--- src/rtl/dff_ram_param.sv ---
// dff_ram_param: parametrised flip-flop RAM with byte-lane write mask and post-reset clear sequencer
//
// Ports:
//   clk        clock, all state updates on the rising edge
//   rst        synchronous active-high reset; restarts the clear sequence
//   en_n       access enable, active low
//   wr_n       0 = write, 1 = read (when en_n = 0)
//   add        word address
//   wmask      per-lane write enable, bit i covers wdata[i*BYTE_W +: BYTE_W]
//   wdata      write data
//   rdata      registered read data
//   rvalid     one-cycle pulse, rdata was updated by a read
//   addr_err   one-cycle pulse, an accepted access had add >= DEPTH
//   init_busy  high while the memory is being cleared; accesses ignored
module dff_ram_param #(
    parameter int WIDTH  = 72,
    parameter int DEPTH  = 8,
    parameter int AW     = 3,
    parameter int BYTE_W = 8,
    localparam int NB    = WIDTH / BYTE_W
) (
    input  logic              clk,
    input  logic              rst,
    input  logic              en_n,
    input  logic              wr_n,
    input  logic [AW-1:0]     add,
    input  logic [NB-1:0]     wmask,
    input  logic [WIDTH-1:0]  wdata,
    output logic [WIDTH-1:0]  rdata,
    output logic              rvalid,
    output logic              addr_err,
    output logic              init_busy
);
    typedef enum logic {S_INIT, S_READY} state_t;
    state_t            r_state;
    state_t            w_next;
    logic [AW-1:0]     r_cnt;
    logic [WIDTH-1:0]  r_mem [DEPTH];
    logic              w_acc;
    logic              w_inr;
    logic              w_wr;
    logic              w_rd;
    always_ff @(posedge clk) begin
        if (rst) r_state <= S_INIT;
        else     r_state <= w_next;
    end
    always_comb begin
        w_next = (r_state == S_INIT && r_cnt == AW'(DEPTH - 1)) ? S_READY : r_state;
    end
    always_comb begin
        init_busy = (r_state == S_INIT);
    end
    assign w_acc = ~init_busy & ~en_n;
    assign w_inr = 32'(add) < DEPTH;
    assign w_wr  = w_acc & ~wr_n & w_inr;
    assign w_rd  = w_acc & wr_n;
    // Memory has no reset of its own; the INIT walk zeroes one word per cycle.
    always_ff @(posedge clk) begin
        if (rst) begin
            r_cnt <= '0;
        end else if (init_busy) begin
            r_mem[r_cnt] <= '0;
            r_cnt        <= r_cnt + AW'(1);
        end else if (w_wr) begin
            for (int i = 0; i < NB; i++)
                if (wmask[i]) r_mem[add][i*BYTE_W +: BYTE_W] <= wdata[i*BYTE_W +: BYTE_W];
        end
    end
    // Out-of-range reads still pulse rvalid but return zero.
    always_ff @(posedge clk) begin
        if (rst) begin
            rdata    <= '0;
            rvalid   <= 1'b0;
            addr_err <= 1'b0;
        end else begin
            rvalid   <= w_rd;
            addr_err <= w_acc & ~w_inr;
            if (w_rd) rdata <= w_inr ? r_mem[add] : '0;
        end
    end
endmodule

--- config.mk ---
export PLATFORM = sky130hd
export DESIGN_NAME = dff_ram_param
export DESIGN_NICKNAME = d
export VERILOG_FILES = /design/src/rtl/dff_ram_param.sv
export SDC_FILE = /design/constraint.sdc
export NUM_CORES = 1
export LEC_CHECK = 0
export CAP_MARGIN = 10
export CORE_ASPECT_RATIO = 1.75
export CORE_UTILIZATION = 50
export CTS_CLUSTER_DIAMETER = 60
export DETAILED_ROUTE_END_ITERATION = 16
export HOLD_SLACK_MARGIN = 0.1
export PLACE_DENSITY = 0.77
export SYNTH_ARGS = -nofsm -noshare
export SYNTH_HDL_FRONTEND = slang
export SYNTH_SLANG_ARGS = --single-unit
export TNS_END_PERCENT = 10
--- constraint.sdc ---
create_clock -name clk -period 6.19 [get_ports clk]
set_input_delay 0.9285 -clock clk [delete_from_list [all_inputs] [get_ports clk]]
set_output_delay 0.9285 -clock clk [all_outputs]
set_load 0.005 [all_outputs]
==> impl_metrics.env, run 1 <==
export IMPL_outcome="completed"
export IMPL_clk_path_buf_depth=3
export IMPL_hold_viol_final=0
export IMPL_tns_ns=0
export IMPL_synth_avg_cell_area_um2=18.9
export IMPL_cts_sinks=653
export IMPL_htree_levels=2
export IMPL_setup_viol_count_final=0
export IMPL_drt_iter0_markers=1243
export IMPL_cp_end_kind="flop"
export IMPL_die_h_um=297
export IMPL_ys_seq_elements=653
export IMPL_wl_per_cell_um=26.9
export IMPL_crit_cells=5
export IMPL_syn_instance_count=1323
export IMPL_nets=1550
export IMPL_vias=13296
export IMPL_crit_path_start="r_state"
export IMPL_place_hpwl_um=36000
export IMPL_totalWireLength_um=58100
export IMPL_firstDrtPassIters=5
export IMPL_seq_area_frac_synth=0.755
export IMPL_p_seq_frac=0.558
export IMPL_swShare=0.205
export IMPL_slowest_stage="a21oi_1"
export IMPL_drive_above_1_share=0.174
export IMPL_coreArea_mm2=0.0495
export IMPL_worstPathMaxFanout=75
export IMPL_hold_path_class="flop to flop"
export IMPL_r2r_slack_ns=2.28
export IMPL_ios=163
export IMPL_hold_slack_ns=0.491
export IMPL_grt_max_degree=87
export IMPL_clkLatencyLatePin_ns=0.59
export IMPL_pre_cts_ws_ns=1.75
export IMPL_reg2reg_depth=5
export IMPL_synth_edff_count=576
export IMPL_worstHoldStart="rdata[60]"
export IMPL_critPathArrivalTime_ns=4.12
export IMPL_syn_nets=1413
export IMPL_post_cts_setup_buffers=0
export IMPL_dieArea_mm2=0.0508
export IMPL_ys_top_cells_by_area="edfxtp_1 (69%), mux4_2 (13%), dfxtp_1 (6.2%), and3_1 (1.8%), o22ai_1 (1.8%)"
export IMPL_maxSlewHeadroom=0.189
export IMPL_worst_path_buf_inv=2
export IMPL_cp_slowest_stage_delay_ns=0.93
export IMPL_clockRootBuffer="clkbuf_16"
export IMPL_finalClockSkew_ns=0.0109
export IMPL_power_density_mw_per_mm2=305
export IMPL_period_needed_ns=3.91
export IMPL_path_cells="inv_2, nor4_4, buf_4, nand3_2, a21oi_1"
export IMPL_fmax_mhz=256
export IMPL_finalCritPeriodShare=0.632
export IMPL_irDropWorstVdd_mv=0.205
export IMPL_cts_tree="built"
export IMPL_floorplan_rows=108
export IMPL_grt_pass1_vias=13976
export IMPL_ctsHoldBuffers=0
export IMPL_start_util=0.504
export IMPL_comb_power_share=0.046
export IMPL_synthMostInstantiatedCell="edfxtp_1"
export IMPL_ys_top_cells_by_count="edfxtp_1 (576), mux4_2 (144), nor2_1 (83), dfxtp_1 (77), nor3_1 (74)"
export IMPL_path_delay_family="simple AND/OR/NAND/NOR gates"
export IMPL_synth_top_area_cell="edfxtp_1"
export IMPL_drv_slew=0
export IMPL_die_x_um=171
export IMPL_critPathRequiredTime_ns=6.40
export IMPL_pwr_share_clk=0.396
export IMPL_gp_routability_congestion=0.807
export IMPL_synth_main_ff_cell="edfxtp_1"
export IMPL_clk_pin_slew_ns=0.07
export IMPL_yosysWarnings=0
export IMPL_synth_async_reset_ratio=0
export IMPL_worst_slew_pin_slew_ns=1.22
export IMPL_grt_pass1_wl_um=87200
export IMPL_vias_per_cell=6.14
export IMPL_maxCapViolations=0
export IMPL_synth_area_mm2=0.0249
export IMPL_endpoint="r_mem[2][26]"
export IMPL_ys_types=40
export IMPL_globalRouteOverflowTotal=0
export IMPL_io_buffers=161
export IMPL_num_antenna_cells=0
export IMPL_synth_top_cell_area_share=0.693
export IMPL_drc=0
export IMPL_power_leakage_nw=8.87
export IMPL_path_class="flop to flop"
export IMPL_area_growth_synth_to_final_pct=15.7
export IMPL_critPathLaunchType="flop"
export IMPL_r2r_end="r_mem[2][26]"
export IMPL_rsz0062_at_grt="no"
export IMPL_cts_resized=0
export IMPL_power_switching_mw=1.81
export IMPL_setup_slack_ns=2.28
export IMPL_p_int_mw=6.99
export IMPL_ant_nets=0
export IMPL_r2r_start="r_state"
export IMPL_grt_use_total=0.236
export IMPL_fin_total_pwr_mw=8.80
export IMPL_cts_buffers=52
export IMPL_grt_antenna_before_repair=0
export IMPL_fill_cells=3610
[final cells by class]
class                      count  area (µm²)  share of cell area
clock buffer                  63        1370              0.0476
clock inverter                35         412              0.0143
inverter                       2        7.51            0.000260
multi-input combinational    573        5660               0.196
sequential                   653       18800               0.653
tap                          660         826              0.0286
timing repair buffer         178        1740              0.0604
[worst min-delay path: cells and delay by family, from the launching register on]
| family | cells | cell delay [ns] |
|---|---|---|
| DFF | 1 | 0.31 |
| and+or+nand+nor | 2 | 0.14 |
[power by group through the flow]
stage | logic [mW] | registers (mW) | clock network, mW
5_1_grt | 0.429 | 4.91 | 3.66
3_5_place_dp | 0.404 | 5.00 | 0
2_1_floorplan | 0.258 | 4.98 | 0
6_report | 0.406 | 4.91 | 3.48
3_3_place_gp | 0.395 | 4.99 | 0
4_1_cts | 0.408 | 4.91 | 3.50
[cells in the final DEF, fill, tap and decap left out, drive strengths merged]
| cell type | instances |
|---|---|
| clkbuf | 63 |
| o2111ai | 2 |
| bufinv | 8 |
| mux2i | 2 |
| edfxtp | 576 |
| clkdlybuf4s50 | 158 |
| clkinvlp | 5 |
| nor4 | 2 |
| nand3b | 1 |
| nand2b | 2 |
| ha | 2 |
| a21oi | 72 |
| nand4 | 1 |
| clkinv | 17 |
| conb | 1 |
| nand4b | 1 |
| and3b | 1 |
| nor3b | 1 |
| dfxtp | 77 |
| xor2 | 1 |
| nor3 | 74 |
| nor2 | 84 |
| or4 | 3 |
| o21ai | 3 |
| o22ai | 72 |
| or4b | 2 |
| a21o | 9 |
| buf | 20 |
| mux4 | 144 |
| inv | 7 |
| nand2 | 14 |
| nand3 | 2 |
| a2111o | 1 |
| o211ai | 2 |
| nor2b | 1 |
| and3 | 73 |
[routing by layer]
layer  GRT usage  vias to the layer above  routed length [µm]
li1            -                     5657                   -
met1       0.287                     6768               20200
met2       0.410                      709               30900
met3      0.0398                      162                4480
met4       0.107                        0                2540
met5           0                        -                   0
[flip-flops by register name (all words and copies together) (netlist names)]
signal and flops:
rdata 72, rvalid 1, r_cnt 3, r_state 1, r_mem 576
[per-stage QoR]
step                      std cells  utilization  area, µm²
after floorplan                1323            -      24900
after global placement         2066        0.547      27100
after detailed placement       2066        0.547      27100
after CTS                      2164        0.583      28900
after global routing           2164        0.583      28900
final                          2164        0.583      28900
[worst min path at each step]
stage | end | slack (ns) | cells after the start
5_1_grt | rdata[45] | 0.51 | 2
3_3_place_gp | rdata[13] | 0.48 | 2
4_1_cts | rdata[60] | 0.49 | 2
2_1_floorplan | rdata[0] | 0.48 | 2
3_5_place_dp | rdata[60] | 0.48 | 2
6_report | rdata[60] | 0.49 | 2
[kinds of logic (layout without fill, tap and decap cells)]
family / Yosys count / after routing / synth area share
DFF: 653 / 653 / 0.755
other: 1 / 1 / 0.000150
xor gates and xnor gates: 1 / 1 / 0.000351
adders and majority gates: 2 / 2 / 0.00100
buffers and inverters: 97 / 278 / 0.0189
AOI/OAI and AO/OA: 161 / 161 / 0.0379
muxes: 146 / 146 / 0.131
and+or+nand+nor: 262 / 262 / 0.0557
(Power assumes the default switching activity.)
==> run 2: changes to the inputs <==
- PLACE_DENSITY: 0.77 -> 0.8
- clock period: 6.19 -> 3.3 ns (I/O delays scaled with it)
==> impl_metrics.env, run 2 (synthesized netlist as in run 1, its figures left out) <==
export IMPL_rsz0062_at_grt="no"
export IMPL_grt_pass1_vias=14293
export IMPL_largest_reg_flops=576
export IMPL_p_seq_frac=0.566
export IMPL_clkLatencyLatePin_ns=0.58
export IMPL_fmax_mhz=394
export IMPL_vias_per_cell=6.06
export IMPL_ctsHoldBuffers=0
export IMPL_drive_above_1_share=0.218
export IMPL_post_cts_setup_buffers=0
export IMPL_path_class="input port to flop"
export IMPL_clk_pin_slew_ns=0.06
export IMPL_critPathRequiredTime_ns=3.58
export IMPL_die_x_um=171
export IMPL_place_hpwl_um=38300
export IMPL_io_buffers=161
export IMPL_top_register="r_mem"
export IMPL_totalWireLength_um=58500
export IMPL_vias=13628
export IMPL_floorplan_rows=108
export IMPL_cts_tree="built"
export IMPL_clk_path_buf_depth=3
export IMPL_ios=163
export IMPL_mostFrequentLayoutCells="edfxtp_1 (576), clkdlybuf4s50_1 (158), mux4_2 (144)"
export IMPL_p_int_mw=13.0
export IMPL_grt_pass1_wl_um=87800
export IMPL_wl_per_cell_um=26.0
export IMPL_area_growth_synth_to_final_pct=18.1
export IMPL_coreArea_mm2=0.0495
export IMPL_maxCapViolations=0
export IMPL_reg_top3="r_mem: 576 flops, rdata: 72 flops, r_cnt: 3 flops"
export IMPL_grt_use_total=0.236
export IMPL_finalCritPeriodShare=0.769
export IMPL_setup_viol_count_final=0
export IMPL_swShare=0.202
export IMPL_firstDrtPassIters=5
export IMPL_grt_max_degree=82
export IMPL_cts_sinks=653
export IMPL_irDropWorstVdd_mv=0.384
export IMPL_critPathLaunchType="input port"
export IMPL_hold_path_class="flop to flop"
export IMPL_worstPathMaxFanout=12
export IMPL_cts_buffers=52
export IMPL_r2r_slack_ns=0.87
export IMPL_outcome="completed"
export IMPL_pwr_share_clk=0.384
export IMPL_drv_slew=0
export IMPL_hold_viol_final=0
export IMPL_comb_power_share=0.051
export IMPL_drc=0
export IMPL_nets=1639
export IMPL_drt_iter0_markers=1338
export IMPL_start_util=0.504
export IMPL_dieArea_mm2=0.0508
export IMPL_finalClockSkew_ns=0.0179
export IMPL_globalRouteOverflowTotal=0
export IMPL_period_needed_ns=2.54
export IMPL_layout_commonest_cell="edfxtp_1"
export IMPL_critPathArrivalTime_ns=2.82
export IMPL_cp_end_kind="flop"
export IMPL_num_antenna_cells=0
export IMPL_power_switching_mw=3.29
export IMPL_ant_nets=0
export IMPL_die_h_um=297
export IMPL_gp_routability_congestion=0.819
export IMPL_tns_ns=0
export IMPL_grt_antenna_before_repair=0
export IMPL_power_density_mw_per_mm2=552
export IMPL_cts_resized=0
export IMPL_power_leakage_nw=9.33
export IMPL_fin_total_pwr_mw=16.3
export IMPL_worst_slew_pin_slew_ns=0.846
export IMPL_htree_levels=2
export IMPL_maxSlewHeadroom=0.436
export IMPL_clockRootBuffer="clkbuf_16"
==> run 2: metal layers <==
| layer | global-route usage | up-vias | wire length (µm) |
|---|---|---|---|
| li1 | - | 5812 | - |
| met1 | 0.276 | 7002 | 19900 |
| met2 | 0.427 | 688 | 31900 |
| met4 | 0.0974 | 0 | 2280 |
| met5 | 0 | - | 0 |
| met3 | 0.0369 | 126 | 4360 |
==> run 2: metrics by stage <==
stage	worst slack [ns]	utilization	instance area, µm²	std cells	hold WS [ns]
final	0.761	0.596	29500	2250	0.487
after global routing	0.592	0.596	29500	2250	0.507
after CTS	0.779	0.596	29500	2250	0.492
after detailed placement	0.186	0.562	27800	2155	0.480
after global placement	0.249	0.562	27800	2155	0.477
after floorplan	0.892	-	24900	1323	0.484
==> run 2: worst paths after layout <==
path              startpoint           end  depth (start not counted)
setup / recovery    wmask[3]  r_mem[1][23]                          7
setup reg to reg     r_state  r_mem[6][36]                          5
hold / removal      rdata[5]      rdata[5]                          2
hold reg to reg     rdata[5]      rdata[5]                          2
==> run 2: worst max-delay path, stage by stage <==
cell,delay [ns]
clkdlybuf4s50_1,0.42
nor4_1,0.40
and3_1,0.48
o211ai_1,0.35
buf_4,0.29
a21oi_1,0.17
buf_4,0.21
==> run 2: power by group through the flow <==
stage          sequential [mW]  combinational [mW]  clock, mW
6_report                  9.20               0.822       6.24
2_1_floorplan             9.34               0.485          0
3_5_place_dp              9.38               0.816          0
5_1_grt                   9.21               0.864       6.59
3_3_place_gp              9.36               0.795          0
4_1_cts                   9.20               0.827       6.30
==> run 2: area by class of cell <==
| type | count | area (µm²) |
|---|---|---|
| inverters | 2 | 7.51 |
| well taps | 660 | 826 |
| repair buffers | 267 | 2440 |
| multi-input cells | 573 | 5660 |
| flip-flops and latches | 653 | 18800 |
| clock buffers | 73 | 1480 |
| clock inverters | 22 | 214 |
| fillers | 3561 | 20000 |
